<file path="config.mk">
export PLATFORM = sky130hd
export DESIGN_NAME = if_fetch_unit
export DESIGN_NICKNAME = d
export VERILOG_FILES = /design/src/rtl/if_fetch_unit.sv
export SDC_FILE = /design/constraint.sdc
export NUM_CORES = 1
export LEC_CHECK = 0
export ABC_AREA = 1
export BUFFER_PORTS_ARGS = -buffer_cell sky130_fd_sc_hd__buf_2
export CORE_MARGIN = 3
export CORE_UTILIZATION = 48
export DETAILED_ROUTE_END_ITERATION = 8
export PLACE_DENSITY = 0.71
export SYNTH_ARGS = -nofsm -noshare
export SYNTH_HDL_FRONTEND = slang
export SYNTH_SLANG_ARGS = --single-unit
</file>
<file path="constraint.sdc">
create_clock -name clk -period 8.6 [get_ports clk]
set_input_delay 0.86 -clock clk [delete_from_list [all_inputs] [get_ports clk]]
set_output_delay 0.86 -clock clk [all_outputs]
set_load 0.01 [all_outputs]
</file>
<file path="src/rtl/if_fetch_unit.sv">
// if_fetch_unit: fetch stage between the PC register and decode.
// Optional IF_MISALIGN_CHK_EN flags misaligned PCs instead of fetching them.
module if_fetch_unit #(
  parameter int FIFO_DEPTH  = 2,
  parameter int MAX_OUTST   = 2,
  parameter int BOOT_CYCLES = 1
) (
  input  logic        clk,
  input  logic        rst_n,
  input  logic [31:0] pc_i,
  output logic        pc_wr_o,
  input  logic        flush_i,
  output logic        imem_req_o,
  output logic [31:0] imem_addr_o,
  input  logic        imem_gnt_i,
  input  logic        imem_rvalid_i,
  input  logic [31:0] imem_rdata_i,
  output logic        id_valid_o,
  input  logic        id_ready_i,
  output logic [31:0] id_instr_o,
  output logic [31:0] id_pc_o
`ifdef IF_MISALIGN_CHK_EN
  ,
  output logic        id_misalign_o
`endif
);

  localparam logic [31:0] NOP = 32'h0000_0013;
  localparam int AW  = (FIFO_DEPTH > 1) ? $clog2(FIFO_DEPTH) : 1;
  localparam int FCW = $clog2(FIFO_DEPTH + 1);
  localparam int QW  = (MAX_OUTST > 1) ? $clog2(MAX_OUTST) : 1;
  localparam int CW  = $clog2(MAX_OUTST + 1);
  localparam int BW  = (BOOT_CYCLES > 1) ? $clog2(BOOT_CYCLES) : 1;
  localparam int BL  = (BOOT_CYCLES > 0) ? BOOT_CYCLES - 1 : 0;
  localparam logic [QW-1:0] QLAST = QW'(MAX_OUTST - 1);
  localparam logic [CW-1:0] OMAX  = CW'(MAX_OUTST);
  localparam logic [BW-1:0] BLAST = BW'(BL);

  typedef enum logic [1:0] {
    BOOT,
    RUN,
    DRAIN
  } state_t;

  typedef struct packed {
`ifdef IF_MISALIGN_CHK_EN
    logic        mis;
`endif
    logic [31:0] pc;
    logic [31:0] instr;
  } fe_entry_t;

  state_t         state, state_nxt;
  logic [BW-1:0]  boot_cnt;
  logic [CW-1:0]  outst, outst_nxt;
  logic [CW-1:0]  discard, discard_nxt;
  logic [FCW-1:0] fcnt;
  logic [AW-1:0]  rptr, wptr;
  logic [QW-1:0]  qrptr, qwptr;
  logic [31:0]    qpc [MAX_OUTST];
  fe_entry_t      fifo_q [FIFO_DEPTH];
  fe_entry_t      head, ent;

  logic mis, credit, req_acc, mis_push;
  logic rv, drop, rsp_push, push, pop;
  int   free_slots;

`ifdef IF_MISALIGN_CHK_EN
  assign mis = pc_i[1:0] != 2'b00;
`else
  assign mis = 1'b0;
`endif

  assign pop = id_valid_o && id_ready_i;

  // slots not yet claimed by the FIFO or by live in-flight fetches
  assign free_slots = FIFO_DEPTH - int'(fcnt) - int'(outst)
                    + int'(discard) + int'(pop);

  assign credit = (state != BOOT) && !flush_i
               && (outst < OMAX) && (free_slots > 0);

  assign imem_req_o  = credit && !mis;
  assign imem_addr_o = pc_i;
  assign req_acc     = imem_req_o && imem_gnt_i;
  assign mis_push    = credit && mis && (outst == '0);
  assign pc_wr_o     = req_acc || flush_i || mis_push;

  // a response with nothing outstanding is a leftover from before reset
  assign rv       = imem_rvalid_i && (outst != '0);
  assign drop     = rv && (discard != '0);
  assign rsp_push = rv && !drop && !flush_i;
  assign push     = rsp_push || mis_push;

  always_comb begin
    outst_nxt = outst;
    unique case (1'b1)
      req_acc && !rv: outst_nxt = outst + 1'b1;
      rv && !req_acc: outst_nxt = outst - 1'b1;
      default: ;
    endcase
  end

  always_comb begin
    discard_nxt = discard;
    unique case (1'b1)
      flush_i: discard_nxt = outst_nxt;
      drop:    discard_nxt = discard - 1'b1;
      default: ;
    endcase
  end

  always_comb begin
    state_nxt = state;
    unique case (state)
      BOOT:    if (boot_cnt == BLAST) state_nxt = RUN;
      RUN:     if (discard_nxt != '0) state_nxt = DRAIN;
      DRAIN:   if (discard_nxt == '0) state_nxt = RUN;
      default: state_nxt = BOOT;
    endcase
  end

  always_ff @(posedge clk or negedge rst_n) begin
    if (!rst_n) begin
      state    <= BOOT;
      boot_cnt <= '0;
      outst    <= '0;
      discard  <= '0;
    end else begin
      state   <= state_nxt;
      outst   <= outst_nxt;
      discard <= discard_nxt;
      if (state == BOOT) boot_cnt <= boot_cnt + 1'b1;
    end
  end

  always_ff @(posedge clk or negedge rst_n) begin
    if (!rst_n) begin
      qrptr <= '0;
      qwptr <= '0;
    end else begin
      if (req_acc) qwptr <= (qwptr == QLAST) ? '0 : qwptr + 1'b1;
      if (rv)      qrptr <= (qrptr == QLAST) ? '0 : qrptr + 1'b1;
    end
  end

  always_ff @(posedge clk) begin
    if (req_acc) qpc[qwptr] <= pc_i;
  end

  always_comb begin
    ent = '0;
    if (mis_push) begin
      ent.pc    = pc_i;
      ent.instr = NOP;
`ifdef IF_MISALIGN_CHK_EN
      ent.mis   = 1'b1;
`endif
    end else begin
      ent.pc    = qpc[qrptr];
      ent.instr = imem_rdata_i;
    end
  end

  always_ff @(posedge clk or negedge rst_n) begin
    if (!rst_n) begin
      rptr <= '0;
      wptr <= '0;
      fcnt <= '0;
    end else if (flush_i) begin
      rptr <= '0;
      wptr <= '0;
      fcnt <= '0;
    end else begin
      if (push) wptr <= wptr + 1'b1;
      if (pop)  rptr <= rptr + 1'b1;
      unique case (1'b1)
        push && !pop: fcnt <= fcnt + 1'b1;
        pop && !push: fcnt <= fcnt - 1'b1;
        default: ;
      endcase
    end
  end

  always_ff @(posedge clk) begin
    if (push) fifo_q[wptr] <= ent;
  end

  assign head       = fifo_q[rptr];
  assign id_valid_o = fcnt != '0;
  assign id_instr_o = id_valid_o ? head.instr : NOP;
  assign id_pc_o    = id_valid_o ? head.pc : 32'h0;
`ifdef IF_MISALIGN_CHK_EN
  assign id_misalign_o = id_valid_o && head.mis;
`endif

  a_no_ovf: assert property (@(posedge clk) disable iff (!rst_n)
    push && !pop |-> fcnt != FCW'(FIFO_DEPTH));

  a_req_hold: assert property (@(posedge clk) disable iff (!rst_n)
    imem_req_o && !imem_gnt_i |=>
      flush_i || (imem_req_o && $stable(imem_addr_o)));

endmodule

</file>
==> impl_metrics.csv <==
group,metric,value,unit
routing,via_per_inst,4.854,
sta,hold_violations,0,
synth,netlist_instances,659,
synth,yosysSeqAreaShare,0.7380,
clock_tree,root_buffer,"clkbuf_16",
layout,final_cell_mix,"edfxtp_1, buf_2, nand2_1",
critical_path,cp_data_arrival_time,4.34,ns
critical_path,crit_buf_inv,4,
clock_tree,clk_pin_slew,0.06,ns
sta,skew,0.01664,ns
synth,syn_nets,740,
critical_path,cp-end-kind,"output pin",
synth,yosys.area_share.adder,0.02032,
layout,nets,876,
synth,ys_types,28,
critical_path,critPathTopFamily,"adder cells",
layout,final_cells,1030,
grt,antenna_found_initial,0,
clock_tree,htree_levels,1,
critical_path,cp.required,7.74,ns
floorplanning,die_h,137.1,um
grt,grt_max_degree,67,
clock_tree,cts_made_buffers,21,
layout,nFillCells,1356,
critical_path,max_stage_delay,0.72,ns
synth,avgSynthCellArea,12.52,um^2
sta,slew_violations,0,
power_and_ir_drop,switchingPower,1.013,mW
sta,fin_crit_sh,0.6042,
routing,drt_wl_total,15570,um
floorplanning,start_util,0.4942,
clock_tree,cts_buffer_depth,3,
floorplanning,rows,47,
grt,grt_pass1_vias,4733,
power_and_ir_drop,p_leak,4.015,nW
synth,synth_mux_area_frac,0,
clock_tree,ctsHoldBuffers,0,
layout,drive_above_1_share,0.2716,
sta,max-slew-margin-rel,0.2124,
grt,grt_pass1_wl,23890,um
layout,fin_util,0.5812,
layout,seqCellArea,0.006092,mm^2
power_and_ir_drop,netSwitchingFraction,0.3305,
sta,setup_tns,0,ns
clock_tree,cts_tree,"done",
grt,overflow,0,
critical_path,critical_path.max_fanout,66,
routing,drtIter0Drc,286,
clock_tree,clk_latency,0.49,ns
synth,yosys-top-cells-area,"edfxtp_1, nand2_1, nor2_1, dfrtp_1, o21ai_0",
sta,max_freq,192.4,MHz
floorplanning,die_x,137.1,um
routing,drtAntennaViolNets,0,
critical_path,crit_chain,"inv_1 > ha_1 > inv_2 > nand2_1 > ha_1 > fa_1 > inv_1 > fa_1 > fa_1 > nor2_1 > nand3_1 > and3_1 > nand2_2 > nand2_1 > buf_2",
grt,grt_use_total,0.1620,
layout,finalInstanceArea,0.009707,mm^2
sta,setup_viol,0,
layout,final_common_cell,"edfxtp_1",
critical_path,start_kind,"register",
routing,drc,0,
routing,wl_per_cell,15.12,um
synth,synth_top_area_frac,0.6986,
power_and_ir_drop,clkPwrFrac,0.281,
floorplanning,fp.coreArea,0.01670,mm^2
clock_tree,cts-resized-gates,0,
place,dpl-instance-area,0.009050,mm^2
critical_path,crit_top_cell,"fa_1",
synth,netlist_area,0.008253,mm^2
synth,synth-simple-area-share,0.1377,
place,portBuffers,168,
place,gp_congestion,0.8287,
power_and_ir_drop,vdd_drop_max,0.1677,mV
synth,ys_warn_count,0,
clock_tree,clock_sinks,205,
routing,routed-via-count,5000,
power_and_ir_drop,internal_power,2.053,mW
sta,rsz0062_at_grt,"no",
synth,synth_xor_area_frac,0.003184,
synth,yosys_register_bits,205,
critical_path,cp_slowest_cell,"inv_2",
layout,syn_to_final_growth,17.62,%
sta,worst_pin_slew,1.181,ns
synth,synth_top_family_by_area,"simple AND/OR/NAND/NOR gates",
status,status,"finished, final reports clean",
layout,multiInputGateArea,0.001699,mm^2
hold_path,hp-class,"in -> async",
critical_path,setup.worst_path.class,"reg -> out",
place,place_inst,992,
floorplanning,die_area,0.01880,mm^2
run,maxCapViolations,0,
floorplanning,io-pin-count,169,
place,dp_hpwl,9447,um
power_and_ir_drop,power_density,315.9,mW/mm^2
layout,diodes,0,
clock_tree,cts_setup_buffers,0,
routing,dr.pass1.iters,4,
synth,synth_compound_gate_area_share,0.04200,
synth,synth_largest_area_cell,"edfxtp_1",
power_and_ir_drop,seqPwrFrac,0.424,
sta,period_needed,5.197,ns
power_and_ir_drop,p_comb_frac,0.295,
==> worst paths after layout <==
check	start	end	slack (ns)	cells past startpoint
max	fcnt[0]	pc_wr_o	3.40	15
min	rst_n	qrptr	0.27	1
max reg2reg	fcnt[0]	qpc[1][25]	3.80	14
min reg2reg	qwptr	qwptr	0.48	2
max in group asynchronous	rst_n	rptr	8.07	1
min in group clk	qwptr	qwptr	0.48	2
==> synthesized netlist by cell type <==
cell type  instances
clkbuf_2           1
nand2_4            2
nor3_1             1
o21ai_0           64
clkbuf_1          12
nand2_1          130
nand3b_1           1
xor2_1             3
nand4_2            1
clkinv_1           1
inv_1             19
a21oi_1            2
nand2_2            2
edfxtp_1         192
ha_1               7
dfrtp_1           13
and2_1             1
and3_1             1
nor2_1           128
inv_2              8
buf_4             38
buf_2              9
nand4_1            3
nor2_4             1
o21ai_2            1
o21bai_1           1
fa_1               4
nand3_1           13
==> per-stage QoR <==
stage	hold WS, ns	setup slack, ns	power (mW)
global route	0.2812	3.132	3.274
finish	0.2679	3.403	3.066
floorplan	0.4419	4.098	1.930
detailed placement	0.4643	3.722	2.244
CTS	0.2705	3.357	3.103
global placement	0.4573	3.849	2.219
==> routing by layer <==
metal | vias up | track usage | part of all wire
met5 | - | 0 | 0
met4 | 0 | 0.04157 | 0.019
met3 | 24 | 0.03051 | 0.070
met2 | 178 | 0.2777 | 0.48
met1 | 2310 | 0.2141 | 0.43
li1 | 2488 | - | -
==> state kept, by name, summed over array words and instances (netlist names) <==
| signal | cells |
|---|---|
| rptr | 1 |
| qrptr | 1 |
| state | 2 |
| discard | 2 |
| qpc | 64 |
| outst | 2 |
| fifo_q | 128 |
| wptr | 1 |
| fcnt | 2 |
| boot_cnt | 1 |
| qwptr | 1 |
==> cells by family (layout without fill, tap and decap cells) <==
kind of cell	after synthesis	count (layout)
compound gates	68	68
xor+xnor	3	3
fa+ha+maj	11	11
buf+inv	88	239
flops	205	205
simple gates	284	284
==> power by group through the flow <==
stage | clock network [mW] | logic [mW] | registers, mW
floorplan | 0 | 0.637 | 1.29
global placement | 0 | 0.900 | 1.32
detailed placement | 0 | 0.921 | 1.32
CTS | 0.878 | 0.924 | 1.30
global route | 0.924 | 1.04 | 1.31
finish | 0.861 | 0.905 | 1.30
==> layout make-up <==
cell class	instances	area share
Sequential cell	205	0.6276
Multi-Input combinational cell	366	0.1750
Timing Repair Buffer	173	0.09049
Clock buffer	26	0.05607
Tap cell	220	0.02836
Clock inverter	12	0.01160
Inverter	28	0.01083
(Power assumes the default switching activity.)
